`src/rtl/keydata_pkg.sv`:
```
// Shared types and constants for the keypad data bank: FSM state encoding,
// a constant-evaluable clog2, and the default parameter values.
package keydata_pkg;

  typedef enum logic [1:0] {
    IDLE   = 2'd0,
    ENTRY  = 2'd1,
    COMMIT = 2'd2
  } state_e;

  localparam int DEFAULT_DIGIT_W  = 4;
  localparam int DEFAULT_NDIGITS  = 4;
  localparam int DEFAULT_NCH      = 4;
  localparam int DEFAULT_BCD_ONLY = 1;

  function automatic int clog2(input int n);
    int r;
    r = 0;
    while ((1 << r) < n) r++;
    return r;
  endfunction

endpackage

```
`src/rtl/keydata_chreg.sv`:
```
// One channel holding register with load enable and asynchronous active-low
// reset; the bank instantiates one of these per channel.
module keydata_chreg #(
  parameter int W = 16
) (
  input  logic         clk_i,
  input  logic         rst_ni,
  input  logic         en_i,
  input  logic [W-1:0] d_i,
  output logic [W-1:0] q_o
);

  logic [W-1:0] data_q;

  always_ff @(posedge clk_i or negedge rst_ni) begin
    if (!rst_ni) begin
      data_q <= '0;
    end else if (en_i) begin
      data_q <= d_i;
    end
  end

  assign q_o = data_q;

endmodule

```
`src/rtl/keydata_bank.sv`:
```
// Keypad entry buffer: digits shift into an edit register, which can be
// committed to one of NCH channel registers; channels also have a direct load port.
module keydata_bank
  import keydata_pkg::*;
#(
  parameter int DIGIT_W  = DEFAULT_DIGIT_W,
  parameter int NDIGITS  = DEFAULT_NDIGITS,
  parameter int NCH      = DEFAULT_NCH,
  parameter int BCD_ONLY = DEFAULT_BCD_ONLY,
  localparam int W       = DIGIT_W * NDIGITS,
  localparam int CH_W    = (clog2(NCH) > 1) ? clog2(NCH) : 1,
  localparam int CNT_W   = clog2(NDIGITS + 1)
) (
  input  logic               clk_i,
  input  logic               rst_ni,
  input  logic [DIGIT_W-1:0] din_i,
  input  logic               keyValid_i,
  input  logic               backspace_i,
  input  logic               clear_i,
  input  logic               commit_i,
  input  logic [CH_W-1:0]    chSel_i,
  input  logic               ldEn_i,
  input  logic [CH_W-1:0]    ldCh_i,
  input  logic [W-1:0]       ldData_i,
  output logic [NCH*W-1:0]   dout_o,
  output logic [W-1:0]       edit_o,
  output logic [CNT_W-1:0]   digitCnt_o,
  output logic               overflow_o,
  output logic               commitAck_o
);

  state_e           state_q, state_d;
  logic [W-1:0]     edit_q, edit_d;
  logic [CNT_W-1:0] cnt_q, cnt_d;
  logic             ovf_q, ovf_d;
  logic             ack_q, ack_d;
  logic             commitWr;
  logic             digitBad;

  assign digitBad = (BCD_ONLY != 0) && (32'(din_i) > 32'd9);

  always_ff @(posedge clk_i or negedge rst_ni) begin
    if (!rst_ni) begin
      state_q <= IDLE;
      edit_q  <= '0;
      cnt_q   <= '0;
      ovf_q   <= 1'b0;
      ack_q   <= 1'b0;
    end else begin
      state_q <= state_d;
      edit_q  <= edit_d;
      cnt_q   <= cnt_d;
      ovf_q   <= ovf_d;
      ack_q   <= ack_d;
    end
  end

  // Only the highest-priority edit input acts: Clear > Commit > Backspace > key.
  always_comb begin
    state_d  = state_q;
    edit_d   = edit_q;
    cnt_d    = cnt_q;
    ovf_d    = ovf_q;
    ack_d    = 1'b0;
    commitWr = 1'b0;
    case (state_q)
      COMMIT: begin
        state_d = IDLE;
        edit_d  = '0;
        cnt_d   = '0;
        ovf_d   = 1'b0;
      end
      default: begin
        if (clear_i) begin
          state_d = IDLE;
          edit_d  = '0;
          cnt_d   = '0;
          ovf_d   = 1'b0;
        end else if (commit_i) begin
          commitWr = 1'b1;
          ack_d    = 1'b1;
          state_d  = COMMIT;
        end else if (backspace_i) begin
          if (cnt_q != '0) begin
            edit_d  = edit_q >> DIGIT_W;
            cnt_d   = cnt_q - CNT_W'(1);
            state_d = (cnt_q == CNT_W'(1)) ? IDLE : ENTRY;
          end
        end else if (keyValid_i && !digitBad) begin
          if (cnt_q == CNT_W'(NDIGITS)) begin
            ovf_d = 1'b1;
          end else begin
            edit_d  = {edit_q[W-DIGIT_W-1:0], din_i};
            cnt_d   = cnt_q + CNT_W'(1);
            state_d = ENTRY;
          end
        end
      end
    endcase
  end

  // A commit to the same channel as a direct load takes precedence.
  for (genvar k = 0; k < NCH; k++) begin : g_ch
    localparam logic [CH_W-1:0] IDX = CH_W'(k);
    logic hitCommit, hitLoad;
    assign hitCommit = commitWr && (chSel_i == IDX);
    assign hitLoad   = ldEn_i && (ldCh_i == IDX);
    keydata_chreg #(.W(W)) u_chreg (
      .clk_i  (clk_i),
      .rst_ni (rst_ni),
      .en_i   (hitCommit | hitLoad),
      .d_i    (hitCommit ? edit_q : ldData_i),
      .q_o    (dout_o[k*W +: W])
    );
  end

  assign edit_o      = edit_q;
  assign digitCnt_o  = cnt_q;
  assign overflow_o  = ovf_q;
  assign commitAck_o = ack_q;

endmodule

```
`config.mk`:
```
export PLATFORM = sky130hd
export DESIGN_NAME = keydata_bank
export DESIGN_NICKNAME = d
export VERILOG_FILES = /design/src/rtl/keydata_pkg.sv /design/src/rtl/keydata_chreg.sv /design/src/rtl/keydata_bank.sv
export SDC_FILE = /design/constraint.sdc
export NUM_CORES = 1
export LEC_CHECK = 0
export BUFFER_PORTS_ARGS = -buffer_cell sky130_fd_sc_hd__buf_2
export CAP_MARGIN = 30
export CORE_MARGIN = 4
export CORE_UTILIZATION = 52
export CTS_CLUSTER_DIAMETER = 120
export CTS_CLUSTER_SIZE = 24
export DETAILED_ROUTE_END_ITERATION = 8
export PLACE_DENSITY = 0.84
export SETUP_SLACK_MARGIN = 0.2
export SLEW_MARGIN = 20
export SYNTH_ARGS = -nofsm -noshare
export SYNTH_HDL_FRONTEND = slang
export SYNTH_SLANG_ARGS = --single-unit
```
`constraint.sdc`:
```
create_clock -name clk_i -period 2.1 [get_ports clk_i]
set_input_delay 0.21 -clock clk_i [delete_from_list [all_inputs] [get_ports clk_i]]
set_output_delay 0.21 -clock clk_i [all_outputs]
set_load 0.01 [all_outputs]
```
=== Word-level counts from Yosys, hierarchy flattened ===
Index checks and enable logic that the tools add are counted.

* Add/sub/neg operators: 2
* Magnitude comparators: 1
* Equal/unequal tests: 15
* Muxes and demuxes: 35
* Bitwise gates (word level): 4
* Reductions and logical operators: 20

{| class="wikitable"
|+ Operator list
! kind !! number
|-
| $mux 16 || 11
|-
| $mux 3 || 7
|-
| $mux 2 || 7
|-
| $eq 2x2->1 const B || 5
|-
| $mux 1 || 10
|-
| $logic_and 1x1->1 || 9
|-
| $reduce_bool 3->1 || 3
|-
| $reduce_and 4->1 || 2
|-
| $ne 5x1->1 const B || 1
|-
| $ne 5x4->1 const B || 1
|-
| $reduce_bool 5->1 || 1
|-
| $eq 2x1->1 const B || 2
|-
| $gt 4x4->1 const B || 1
|-
| $logic_not 2->1 || 2
|-
| $ne 4x1->1 const B || 1
|-
| $ne 4x3->1 const B || 1
|-
| $or 1x1->1 || 4
|-
| $reduce_bool 4->1 || 1
|-
| $add 3x1->3 const B || 1
|-
| $eq 3x1->1 const B || 1
|-
| $eq 3x3->1 const B || 1
|-
| $ne 3x1->1 const B || 1
|-
| $ne 3x2->1 const B || 1
|-
| $reduce_and 3->1 || 1
|-
| 2 further kinds || 2
|}

* Register bits: 87
* Input bits: 31
* Output and inout port bits: 85

=== Depth between registers and ports, before layout ===
* Depth after elaboration: 8
* Gate-level depth with buffers: 7

=== Cells and area by module ===
Synthesis repeated with hierarchy kept, for this count alone.

* Cell total of the unflattened synthesis: 343
* Area total of the unflattened synthesis: 4,744.6 µm²

{| class="wikitable"
|+ By module, submodules not included
! module !! times used !! cells each !! area each (µm²) !! sequential area each (µm²)
|-
| keydata_chreg || 4 || 34 || 649.4 || 400.4
|-
| keydata_bank || 1 || 207 || 2,147.1 || 575.6
|}

=== Worst setup path before layout ===
OpenSTA, ideal clock, no wires.

* Path type: register -> register
* From: register cnt_q[0] (netlist: digitCnt_o[0])
* To: register edit_q[12] (netlist: edit_o[12])
* Data arrival time: 1,710 ps
* Data required time: 1,978 ps
* Setup slack: 268 ps
* Cell stages (with the launch flop): 8
* Path buffers: 1
* Cell sequence: dfrtp_1 > inv_1 > ha_1 > a21oi_1 > a32oi_1 > or2_2 > clkbuf_1 > a32o_1

* Cells in the longest elaborated chain, start to end: 3
* Elaborated cells between the ends (all ways): 5
* Those cells by class: 3 x eq/ne; 2 x reduce/logical

{| class="wikitable"
|+ Ends and longest elaborated chain
! item !! line !! RTL
|-
| start, declared || keydata_bank.sv:34 || <nowiki>logic [CNT_W-1:0] cnt_q, cnt_d;</nowiki>
|-
| start signal, assigned || keydata_bank.sv:52 || <nowiki>cnt_q <= cnt_d;</nowiki>
|-
| $eq 3x3->1 / $reduce_bool 3->1 (equally long branches) || keydata_bank.sv:90, keydata_bank.sv:84 ||
|-
| $ne 4x3->1 (no source line) / $ne 4x1->1 (equally long branches) || n/a ||
|-
| $reduce_and 4->1 (no source line) * || n/a ||
|-
| end signal, assigned || keydata_bank.sv:51 || <nowiki>edit_q <= edit_d;</nowiki>
|-
| end, declared || keydata_bank.sv:33 || <nowiki>logic [W-1:0] edit_q, edit_d;</nowiki>
|}

Every way passes the cells marked *; elsewhere a longest branch is shown, timed or not.
A chain may end at the register's enable or synchronous reset.

=== Worst setup path in the final report ===
* From: register cnt_q[1] (netlist: digitCnt_o[1])
* To: register edit_q[0] (netlist: edit_o[0])

Same word-level chain as after synthesis.

==> summary.md <==
| Metric | Value |
|---|---|
| CTS tree | `done` |
| HP Class | `input port to flop` |
| Pin count of the biggest net entering global routing | `slightly above 60` |
| Net count reported at finish | `approximately 490` |
| Storage element area | `2180 µm²` |
| CORE AREA | `8180 µm²` |
| Share of layout cells above drive strength 1 | `between 60% and 70%` |
| Post-synth top area share | `between 50 and 60%` |
| Run status | `finished clean` |
| Fin util | `between 60% and 70%` |
| Placed insts | `542` |
| Area delta synth->final | `21.8%` |
| Most common cell after layout, fill and taps aside | `mux2_2` |
| # IOs | `approximately 120` |
| Final hold violation count | `0` |
| Crit Path Class | `flop to flop` |
| Residual DRC count | `0` |
| Initial antenna violation count | `0` |
| Relative slew slack | `between 40% and 50%` |
| Data arrival, critical path | `around 2.1 ns` |
| Seq cells post-synth | `between 80 and 90` |
| Post-synth EDFFs | `0` |
| Compound-gate portion of the synthesized area | `6.76%` |
| Routed WL | `around 11000 µm` |
| Nature of the critical path endpoint | `flop` |
| Max-cap violations | `0` |
| Routability cong. | `roughly 0.94` |
| Die ar. | `just under 10000 µm²` |
| HPWL after DPL | `about 7600 µm` |
| Port bufs | `about 120` |
| Root buf cell | `clkbuf_8` |
| DIE WIDTH | `roughly 100 µm` |
| H-tree depth | `3` |
| Syn Std Cell Area | `between 4000 and 5000 µm²` |
| PD cells | `828 nW/µm²` |
| Post-synthesis sequential area ratio | `about half` |
| Critical path fanouts, max | `11` |
| Area of the multi-input gates | `between 2000 and 2500 µm²` |
| Ys Warns | `0` |
| Yosys cell types | `46` |
| Adder-cell share of the synthesized area | `about 1.2%` |
| Critical path startpoint category | `flop` |
| Post-Syn Nets | `approximately 360` |
| Mux share of post-synthesis cell area | `33.3%` |
| GRT Total Usage | `roughly 22%` |
| Leak | `roughly 2.6 nW` |
| RSZ-0062 raised after global routing | `false` |
| Xor/xnor cell area share of the yosys netlist | `0%` |
| Clk_lat worst skew | `~0.36 ns` |
| Row cnt | `33` |
| Total CTS buffers | `9` |
| Post-synth top area cell | `dfrtp_1` |
| Antenna Cells | `0` |
| Max Root-Sink Buffers | `2` |
| Dpl cell area | `slightly above 5000 µm²` |
| Post-DR vias/cell | `roughly 5.7` |
| Starting density of the core | `between 50% and 60%` |
| Non-Filler Instances | `560` |
| Asr flop ratio synth | `100%` |
| Wire per inst | `roughly 19 µm` |
| Drt first-iter violations | `between 200 and 250` |
| Endpoints failing setup | `0` |
| WP data required | `2.38 ns` |
| Number of global-route vias before repair | `3215` |
| # fillers | `629` |
| Via total after detailed routing | `3186` |
| Clock Skew | `0.0123 ns` |
| Post-synthesis cell count | `around 330` |
| Simple-Gate Fraction of Synth Area | `6.01%` |
| Worst Tran Pin Value | `just under 0.8 ns` |
| Main combinational cell family by area after synthesis | `multiplexers` |
| First-pass GRT wire length | `between 15000 and 20000 µm` |
| Period utilization | `approximately 85%` |
| Main flop type after synthesis | `dfrtp_1` |
| Pins Over Slew Limit | `0` |
| Commonest non-fill, non-tap cells in the layout | `mux2_2 (119), buf_2 (114), dfrtp_1 (87)` |
| Die H | `99.2 µm` |
| Mean Syn Cell Area | `approximately 13 µm²` |
| TNS Setup | `0 ns` |
| Clock transition at path regs | `around 0.090 ns` |
| FMAX | `560 MHz` |
| Drt first pass iters | `4` |
| GRT overflow | `0` |
| Design area | `about 5300 µm²` |
| Routed Antenna Nets | `0` |
| # clock sinks | `a little under 90` |
| Synth area leaders | `dfrtp_1 (50%), mux2_2 (31%), mux2i_1 (2.1%)` |
| Minimum clock period | `between 1.5 and 2 ns` |
| VDD IR max | `between 0.4 and 0.5 mV` |
[cell usage after synthesis (all sizes together), types with 2 or more instances]
master and n:
a21oi 14, a32o 4, and2 2, buf 10, clkbuf 7, dfrtp 87
ha 4, inv 6, mux2 120, mux2i 9, nand2 13, nand2b 2
nand3 3, nand3b 4, nand4 2, nor2 5, o211ai 3, o21ai 2
o22ai 11
[flip-flops by register name, indices dropped and copies added, names as in the netlist]
name / cells
commitAck_o: 1
digitCnt_o: 3
edit_o: 16
g_ch.u_chreg.q_o: 64
overflow_o: 1
state_q: 2
[cells by family (layout without fill, tap and decap cells)]
| logic type | Yosys count | after routing |
|---|---|---|
| AO/OA/AOI/OAI | 42 | 42 |
| adder cells (fa/ha/maj) | 4 | 4 |
| buffers and inverters | 23 | 152 |
| flip-flops | 87 | 87 |
| multiplexers | 129 | 129 |
| AND/OR/NAND/NOR | 41 | 41 |
[critical path: stages (launching register included)]
cell,delay (ns)
dfrtp_1,0.36
inv_1,0.09
ha_1,0.26
a21oi_1,0.20
a32oi_1,0.19
or3_4,0.44
a21oi_1,0.16
[routing by layer]
metal | wire (µm) | vias up | track usage, %
li1 | - | 1458 | -
met1 | 4340 | 1620 | 28.1
met2 | 5660 | 99 | 38.6
met3 | 533 | 9 | 4.49
met4 | 114 | 0 | 5.88
met5 | 0 | - | 0
[power by group]
| part | total (W) | leakage [nW] | switching (W) | internal (W) |
|---|---|---|---|---|
| registers | 0.00211 | 1.11 | 0.000164 | 0.00195 |
| logic | 0.00117 | 1.42 | 0.000539 | 0.000626 |
| clock network | 0.00109 | 0.0842 | 0.000646 | 0.000444 |
| total | 0.00437 | 2.61 | 0.00135 | 0.00302 |
[timing repair]
item | CTS | global route
gates resized for setup | 2 | 2
endpoints found under the setup margin | 16 | 9
buffers inserted | 1 | 0
endpoints found under the hold margin | 60 | 0
hold buffers | 1 | 0
[final timing paths]
check | startpoint | endpoint | slack (ns) | cells after the start
max reg2reg | digitCnt_o[1]$_DFFE_PN0P_ | edit_o[0]$_DFFE_PN0P_ | 0.31 | 6
min | ldData_i[3] | g_ch[1].u_chreg.q_o[3]$_DFFE_PN0P_ | 0.19 | 3
min in group asynchronous | rst_ni | g_ch[0].u_chreg.q_o[13]$_DFFE_PN0P_ | 0.46 | 2
max in group asynchronous | rst_ni | edit_o[10]$_DFFE_PN0P_ | 1.00 | 3
max | digitCnt_o[1]$_DFFE_PN0P_ | edit_o[0]$_DFFE_PN0P_ | 0.31 | 6
min reg2reg | overflow_o$_DFFE_PN0P_ | overflow_o$_DFFE_PN0P_ | 0.51 | 2
[stage by stage]
step / hold WS (ns) / total power, W / setup WS [ns]
2_1_floorplan: -0.0856 / 0.00281 / 0.268
3_3_place_gp: 0.330 / 0.00326 / 0.231
3_5_place_dp: 0.340 / 0.00331 / 0.102
4_1_cts: 0.172 / 0.00439 / 0.269
5_1_grt: 0.177 / 0.00460 / 0.242
6_report: 0.191 / 0.00437 / 0.314
[cell type report]
cell class	count	area share (%)
inverters	6	0.427
multi-input cells	216	39.0
clock buffers	9	2.35
clock inverters	7	1.07
well taps	105	2.49
repair buffers	130	13.4
flip-flops and latches	87	41.3
No activity file was read; power rests on OpenSTA's default activity.
